## src/rtl/motor_ramp_sequencer.sv

```systemverilog
// Enable sequencing and slew-rate limiting of signed left/right speed commands for two
// motor drivers, with settle time after enable, ramped stop and immediate e-stop.
//
// state  | meaning
// IDLE   | drivers disabled, commanded speeds held at zero
// ENABLE | drivers enabled at zero speed, counting settle ticks
// RUN    | ramping both motors toward the latched targets
// STOP   | ramping both motors toward zero, then back to IDLE
module motor_ramp_sequencer #(
    parameter int SPEED_W      = 10,
    parameter int TICK_DIV     = 100000,
    parameter int STEP         = 4,
    parameter int SETTLE_TICKS = 5
) (
    input  logic                      clock,
    input  logic                      reset,
    input  logic                      run_en,
    input  logic                      estop,
    input  logic                      target_valid,
    input  logic signed [SPEED_W-1:0] target_left,
    input  logic signed [SPEED_W-1:0] target_right,
    output logic        [SPEED_W-1:0] speed_left,
    output logic                      dir_left,
    output logic        [SPEED_W-1:0] speed_right,
    output logic                      dir_right,
    output logic                      driver_en_n,
    output logic                      at_target,
    output logic        [1:0]         state
);

    typedef enum logic [1:0] {
        IDLE   = 2'd0,
        ENABLE = 2'd1,
        RUN    = 2'd2,
        STOP   = 2'd3
    } state_t;

    localparam int CNT_W = (TICK_DIV > 1) ? $clog2(TICK_DIV) : 1;
    localparam int SET_W = $clog2(SETTLE_TICKS + 1);
    localparam logic [CNT_W-1:0] CNT_LAST = CNT_W'(TICK_DIV - 1);
    localparam logic [SET_W-1:0] SET_LAST = SET_W'(SETTLE_TICKS - 1);
    localparam logic signed [SPEED_W-1:0] NEG_MIN = {1'b1, {(SPEED_W-1){1'b0}}};
    localparam logic signed [SPEED_W-1:0] NEG_LIM = {1'b1, {(SPEED_W-2){1'b0}}, 1'b1};
    localparam logic signed [SPEED_W:0]   STEP_X  = (SPEED_W+1)'(STEP);

    state_t                      state_q, state_d;
    logic        [CNT_W-1:0]     cnt_q, cnt_d;
    logic        [SET_W-1:0]     settle_q, settle_d;
    logic signed [SPEED_W-1:0]   tgt_l_q, tgt_l_d;
    logic signed [SPEED_W-1:0]   tgt_r_q, tgt_r_d;
    logic signed [SPEED_W-1:0]   cur_l_q, cur_l_d;
    logic signed [SPEED_W-1:0]   cur_r_q, cur_r_d;
    logic                        tick;

    // The most negative code has no positive counterpart, so it is pulled in by one.
    function automatic logic signed [SPEED_W-1:0] clamp_tgt(input logic signed [SPEED_W-1:0] v);
        return (v == NEG_MIN) ? NEG_LIM : v;
    endfunction

    // One slew step toward goal; a step that would cross zero lands on zero instead.
    function automatic logic signed [SPEED_W-1:0] ramp_step(
        input logic signed [SPEED_W-1:0] cur,
        input logic signed [SPEED_W-1:0] goal
    );
        logic signed [SPEED_W:0] cur_x, diff, mag, nxt;
        cur_x = {cur[SPEED_W-1], cur};
        diff  = {goal[SPEED_W-1], goal} - cur_x;
        mag   = diff[SPEED_W] ? -diff : diff;
        if (mag > STEP_X) begin
            mag = STEP_X;
        end
        nxt = diff[SPEED_W] ? (cur_x - mag) : (cur_x + mag);
        if ((cur != '0) && (nxt != '0) && (nxt[SPEED_W] != cur[SPEED_W-1])) begin
            nxt = '0;
        end
        return nxt[SPEED_W-1:0];
    endfunction

    assign tick = (cnt_q == CNT_LAST);

    always_ff @(posedge clock or posedge reset) begin
        if (reset) begin
            state_q <= IDLE;
        end else begin
            state_q <= state_d;
        end
    end

    always_comb begin
        state_d = state_q;
        if (estop) begin
            state_d = IDLE;
        end else begin
            case (state_q)
                IDLE: begin
                    if (run_en) state_d = ENABLE;
                end
                ENABLE: begin
                    if (!run_en)                          state_d = IDLE;
                    else if (tick && settle_q == SET_LAST) state_d = RUN;
                end
                RUN: begin
                    if (!run_en) state_d = STOP;
                end
                STOP: begin
                    if (run_en)                               state_d = RUN;
                    else if (cur_l_q == '0 && cur_r_q == '0)  state_d = IDLE;
                end
                default: state_d = IDLE;
            endcase
        end
    end

    always_comb begin
        state       = state_q;
        driver_en_n = (state_q == IDLE);
        at_target   = (state_q == RUN) && (cur_l_q == tgt_l_q) && (cur_r_q == tgt_r_q);
        speed_left  = cur_l_q[SPEED_W-1] ? (~cur_l_q + SPEED_W'(1)) : cur_l_q;
        speed_right = cur_r_q[SPEED_W-1] ? (~cur_r_q + SPEED_W'(1)) : cur_r_q;
        dir_left    = ~cur_l_q[SPEED_W-1];
        dir_right   = ~cur_r_q[SPEED_W-1];
    end

    always_comb begin
        cnt_d    = tick ? '0 : (cnt_q + CNT_W'(1));
        tgt_l_d  = target_valid ? clamp_tgt(target_left)  : tgt_l_q;
        tgt_r_d  = target_valid ? clamp_tgt(target_right) : tgt_r_q;
        settle_d = '0;
        cur_l_d  = cur_l_q;
        cur_r_d  = cur_r_q;
        if (estop) begin
            cur_l_d = '0;
            cur_r_d = '0;
        end else begin
            case (state_q)
                ENABLE: begin
                    cur_l_d  = '0;
                    cur_r_d  = '0;
                    settle_d = (run_en && tick) ? (settle_q + SET_W'(1)) : settle_q;
                end
                RUN: begin
                    if (tick) begin
                        cur_l_d = ramp_step(cur_l_q, tgt_l_q);
                        cur_r_d = ramp_step(cur_r_q, tgt_r_q);
                    end
                end
                STOP: begin
                    if (tick) begin
                        cur_l_d = ramp_step(cur_l_q, '0);
                        cur_r_d = ramp_step(cur_r_q, '0);
                    end
                end
                default: begin
                    cur_l_d = '0;
                    cur_r_d = '0;
                end
            endcase
        end
    end

    always_ff @(posedge clock or posedge reset) begin
        if (reset) begin
            cnt_q    <= '0;
            settle_q <= '0;
            tgt_l_q  <= '0;
            tgt_r_q  <= '0;
            cur_l_q  <= '0;
            cur_r_q  <= '0;
        end else begin
            cnt_q    <= cnt_d;
            settle_q <= settle_d;
            tgt_l_q  <= tgt_l_d;
            tgt_r_q  <= tgt_r_d;
            cur_l_q  <= cur_l_d;
            cur_r_q  <= cur_r_d;
        end
    end

endmodule

```

## config.mk

```make
export PLATFORM = sky130hd
export DESIGN_NAME = motor_ramp_sequencer
export DESIGN_NICKNAME = d
export VERILOG_FILES = /design/src/rtl/motor_ramp_sequencer.sv
export SDC_FILE = /design/constraint.sdc
export NUM_CORES = 1
export LEC_CHECK = 0
export ABC_AREA = 1
export BUFFER_PORTS_ARGS = -buffer_cell sky130_fd_sc_hd__buf_2
export CAP_MARGIN = 20
export CORE_MARGIN = 10
export CORE_UTILIZATION = 55
export CTS_BUF_LIST = sky130_fd_sc_hd__clkbuf_16
export DETAILED_ROUTE_END_ITERATION = 12
export GPL_ROUTABILITY_DRIVEN = 0
export PLACE_DENSITY = 0.73
export SLEW_MARGIN = 0
export SYNTH_ARGS = -nofsm -noshare
export SYNTH_HDL_FRONTEND = slang
export SYNTH_SLANG_ARGS = --single-unit
```

## constraint.sdc

```tcl
create_clock -name clock -period 8.78 [get_ports clock]
set_input_delay 0 -clock clock [delete_from_list [all_inputs] [get_ports clock]]
set_output_delay 0 -clock clock [all_outputs]
set_load 0.05 [all_outputs]
```

==> impl_metrics.json <==
{
  "synth_edf_count": 0,
  "p_sw_share_pct": 57.04,
  "initial_core_util_pct": 56.47,
  "rsz0062_at_grt": "false",
  "cp.required_ns": 9.00,
  "fin_hold_ws_ns": 0.02094,
  "insertion_delay_ns": 0.34,
  "maxSlewHeadroom_pct": 36.83,
  "ctsHtreeMaxLevel": 3,
  "synth_area_per_cell_um2": 6.076,
  "finalCritPeriodShare_pct": 68.77,
  "chipHeight_um": 145.2,
  "viasPerCell": 5.303,
  "synth_most_common_cell": "nand2_1",
  "maxSlewViolCount": 0,
  "drv_cap": 0,
  "ir_drop_uv": 392.0,
  "synth_top_area_share_pct": 20.48,
  "dp_hpwl_um": 17820,
  "cp_max_fo": 14,
  "io_pins": 51,
  "setup_viol": 0,
  "antenna_left": 0,
  "fin_ws_ns": 2.742,
  "crit_start": "cur_l_q[9]",
  "wl_per_cell_um": 13.67,
  "synthTopCellsByArea": "nand2_1 (20%), dfrtp_1 (18%), ha_1 (11%), inv_1 (9.0%), nor2_1 (6.4%)",
  "fin_worst_skew_ns": 0.007324,
  "synth_seq_cells": 62,
  "root_buffer": "clkbuf_16",
  "p_per_area_nw_per_um2": 319.8,
  "coreArea_um2": 15260,
  "die_w_um": 145.2,
  "cts_tree": "yes",
  "grt_pass1_vias": 8533,
  "dieArea_um2": 21070,
  "netlist_instances": 1418,
  "fin_total_pwr_mw": 3.045,
  "async_flop_share_pct": 100.0,
  "nets": 1583,
  "syn_to_final_growth_pct": 10.51,
  "hold_viol": 0,
  "tightest_slew_ns": 0.9441,
  "cts_resized": 0,
  "holdCritPathClass": "primary input to flip-flop",
  "synth_area_leader_cell": "nand2_1",
  "p_int_mw": 1.308,
  "arrival_ns": 6.26,
  "seqPwrFrac_pct": 11.5,
  "worstSetupPathType": "flip-flop to flip-flop",
  "cts_buffers": 9,
  "clock.fmax_mhz": 165.6,
  "ctsHoldBuffers": 21,
  "yosys_warnings": 0,
  "crit_slowest_cell": "dfrtp_1",
  "grt_use_total_pct": 21.95,
  "p_sw_mw": 1.737,
  "clk_pin_slew_worst_paths_ns": 0.06,
  "crit_top_cell": "nand2_1",
  "drive_gt1_share_pct": 9.434,
  "max_stage_delay_ns": 0.69,
  "reg2reg_from": "cur_l_q[9]",
  "cts.sinks": 62,
  "yosys.cell_types.count": 56,
  "syn_area_um2": 8616,
  "grt_max_degree": 63,
  "clockBufferDepth": 2,
  "grt_first_pass_wirelength_um": 40190,
  "ys_top_cells_by_count": "nand2_1 (470), inv_1 (206), nor2_1 (148), nand3_1 (84), ha_1 (73)",
  "row_count": 45,
  "power_frac_clock_pct": 12.0,
  "drt_iter0_markers": 656,
  "antenna_found_initial": 0,
  "endpoint_kind": "flip-flop",
  "io_buffer_count": 50,
  "min-delay-start": "estop",
  "p_leak_nw": 5.470,
  "drcViolationCount": 0,
  "vias": 8988,
  "startpoint_type": "flip-flop",
  "synth_flop_cell": "dfrtp_1",
  "period_needed_ns": 6.038,
  "num_antenna_cells": 0,
  "tns_ns": 0,
  "gr-total-overflow": 0,
  "combPwrFrac_pct": 76.5,
  "synth-seq-area-share_pct": 18.01,
  "routed_wl_um": 23170,
  "drt_pre_antenna_iters": 5,
  "outcome": "finished, final reports clean",
  "cts_setup_buffers": 0,
  "post-place-ws_ns": 2.830
}
==> final timing paths <==
path | cells after the start | end | slack, ns
setup reg to reg | 37 | cur_l_q[8] | 2.74
hold / removal | 4 | state[1] | 0.02
min in group asynchronous | 4 | settle_q[0] | 0.47
max in group asynchronous | 4 | tgt_r_q[5] | 7.77
setup / recovery | 37 | cur_l_q[8] | 2.74
hold reg to reg | 2 | tgt_l_q[2] | 0.48
==> area by class of cell <==
type | instances | area [µm²]
multi-input cells | 1121 | 6138
fillers | 1479 | 5737
flip-flops and latches | 62 | 1551
inverters | 212 | 795.8
repair buffers | 73 | 475.5
well taps | 211 | 264.0
clock buffers | 9 | 225.2
clock inverters | 7 | 71.32
==> registers in the layout, summed over array words and instances (netlist names) <==
name and cells:
settle_q 3, tgt_l_q 10, state 2, cnt_q 17, tgt_r_q 10, cur_l_q 10, cur_r_q 10
==> power groups by stage <==
stage	sequential, mW	combinational, mW	clock [mW]
after floorplan	0.346	1.89	0
after global placement	0.353	2.27	0
after detailed placement	0.353	2.29	0
after CTS	0.348	2.31	0.367
after global routing	0.353	2.65	0.380
final	0.349	2.33	0.365
==> layer usage <==
| layer | vias to the layer above | wire, µm | track usage [%] |
|---|---|---|---|
| met4 | 0 | 517 | 6.977 |
| met5 | - | 0 | 0 |
| met2 | 187 | 10880 | 37.55 |
| li1 | 4639 | - | - |
| met3 | 38 | 830 | 1.987 |
| met1 | 4124 | 10940 | 28.48 |
==> per-stage QoR <==
stage                     instances  util (%)  cell area, µm²
after floorplan                1419         -            8620
after global placement         1658     59.08            9015
after detailed placement       1658     59.08            9015
after CTS                      1695     62.40            9522
after global routing           1695     62.40            9522
final                          1695     62.40            9522
==> cell usage in the layout (no fill, tap or decap), drive strengths merged, types with 44 or more instances in the layout <==
| cell | netlist | layout |
|---|---|---|
| nand2 | 500 | 500 |
| nor2 | 162 | 162 |
| xor2 | 50 | 50 |
| nand3 | 94 | 94 |
| buf | 10 | 52 |
| ha | 73 | 73 |
| a21oi | 68 | 68 |
| inv | 212 | 214 |
| o21ai | 44 | 44 |
| dfrtp | 62 | 62 |
==> worst max-delay path, delay by kind of cell, from the launching register on <==
kind,cells,cell delay [ns]
fa+ha+maj,3,1.17
buf+inv,5,0.69
simple gates,23,2.27
xor+xnor,1,0.17
compound gates,5,0.94
flops,1,0.69
==> cells by family after synthesis <==
family / share of synthesized area (%)
DFF: 18.01
xor gates and xnor gates: 6.579
adders and majority gates: 12.00
buffers and inverters: 10.79
other: 0.04352
AOI/OAI and AO/OA: 11.17
and+or+nand+nor: 41.42
Note: power is estimated with default switching activity, not from simulation.
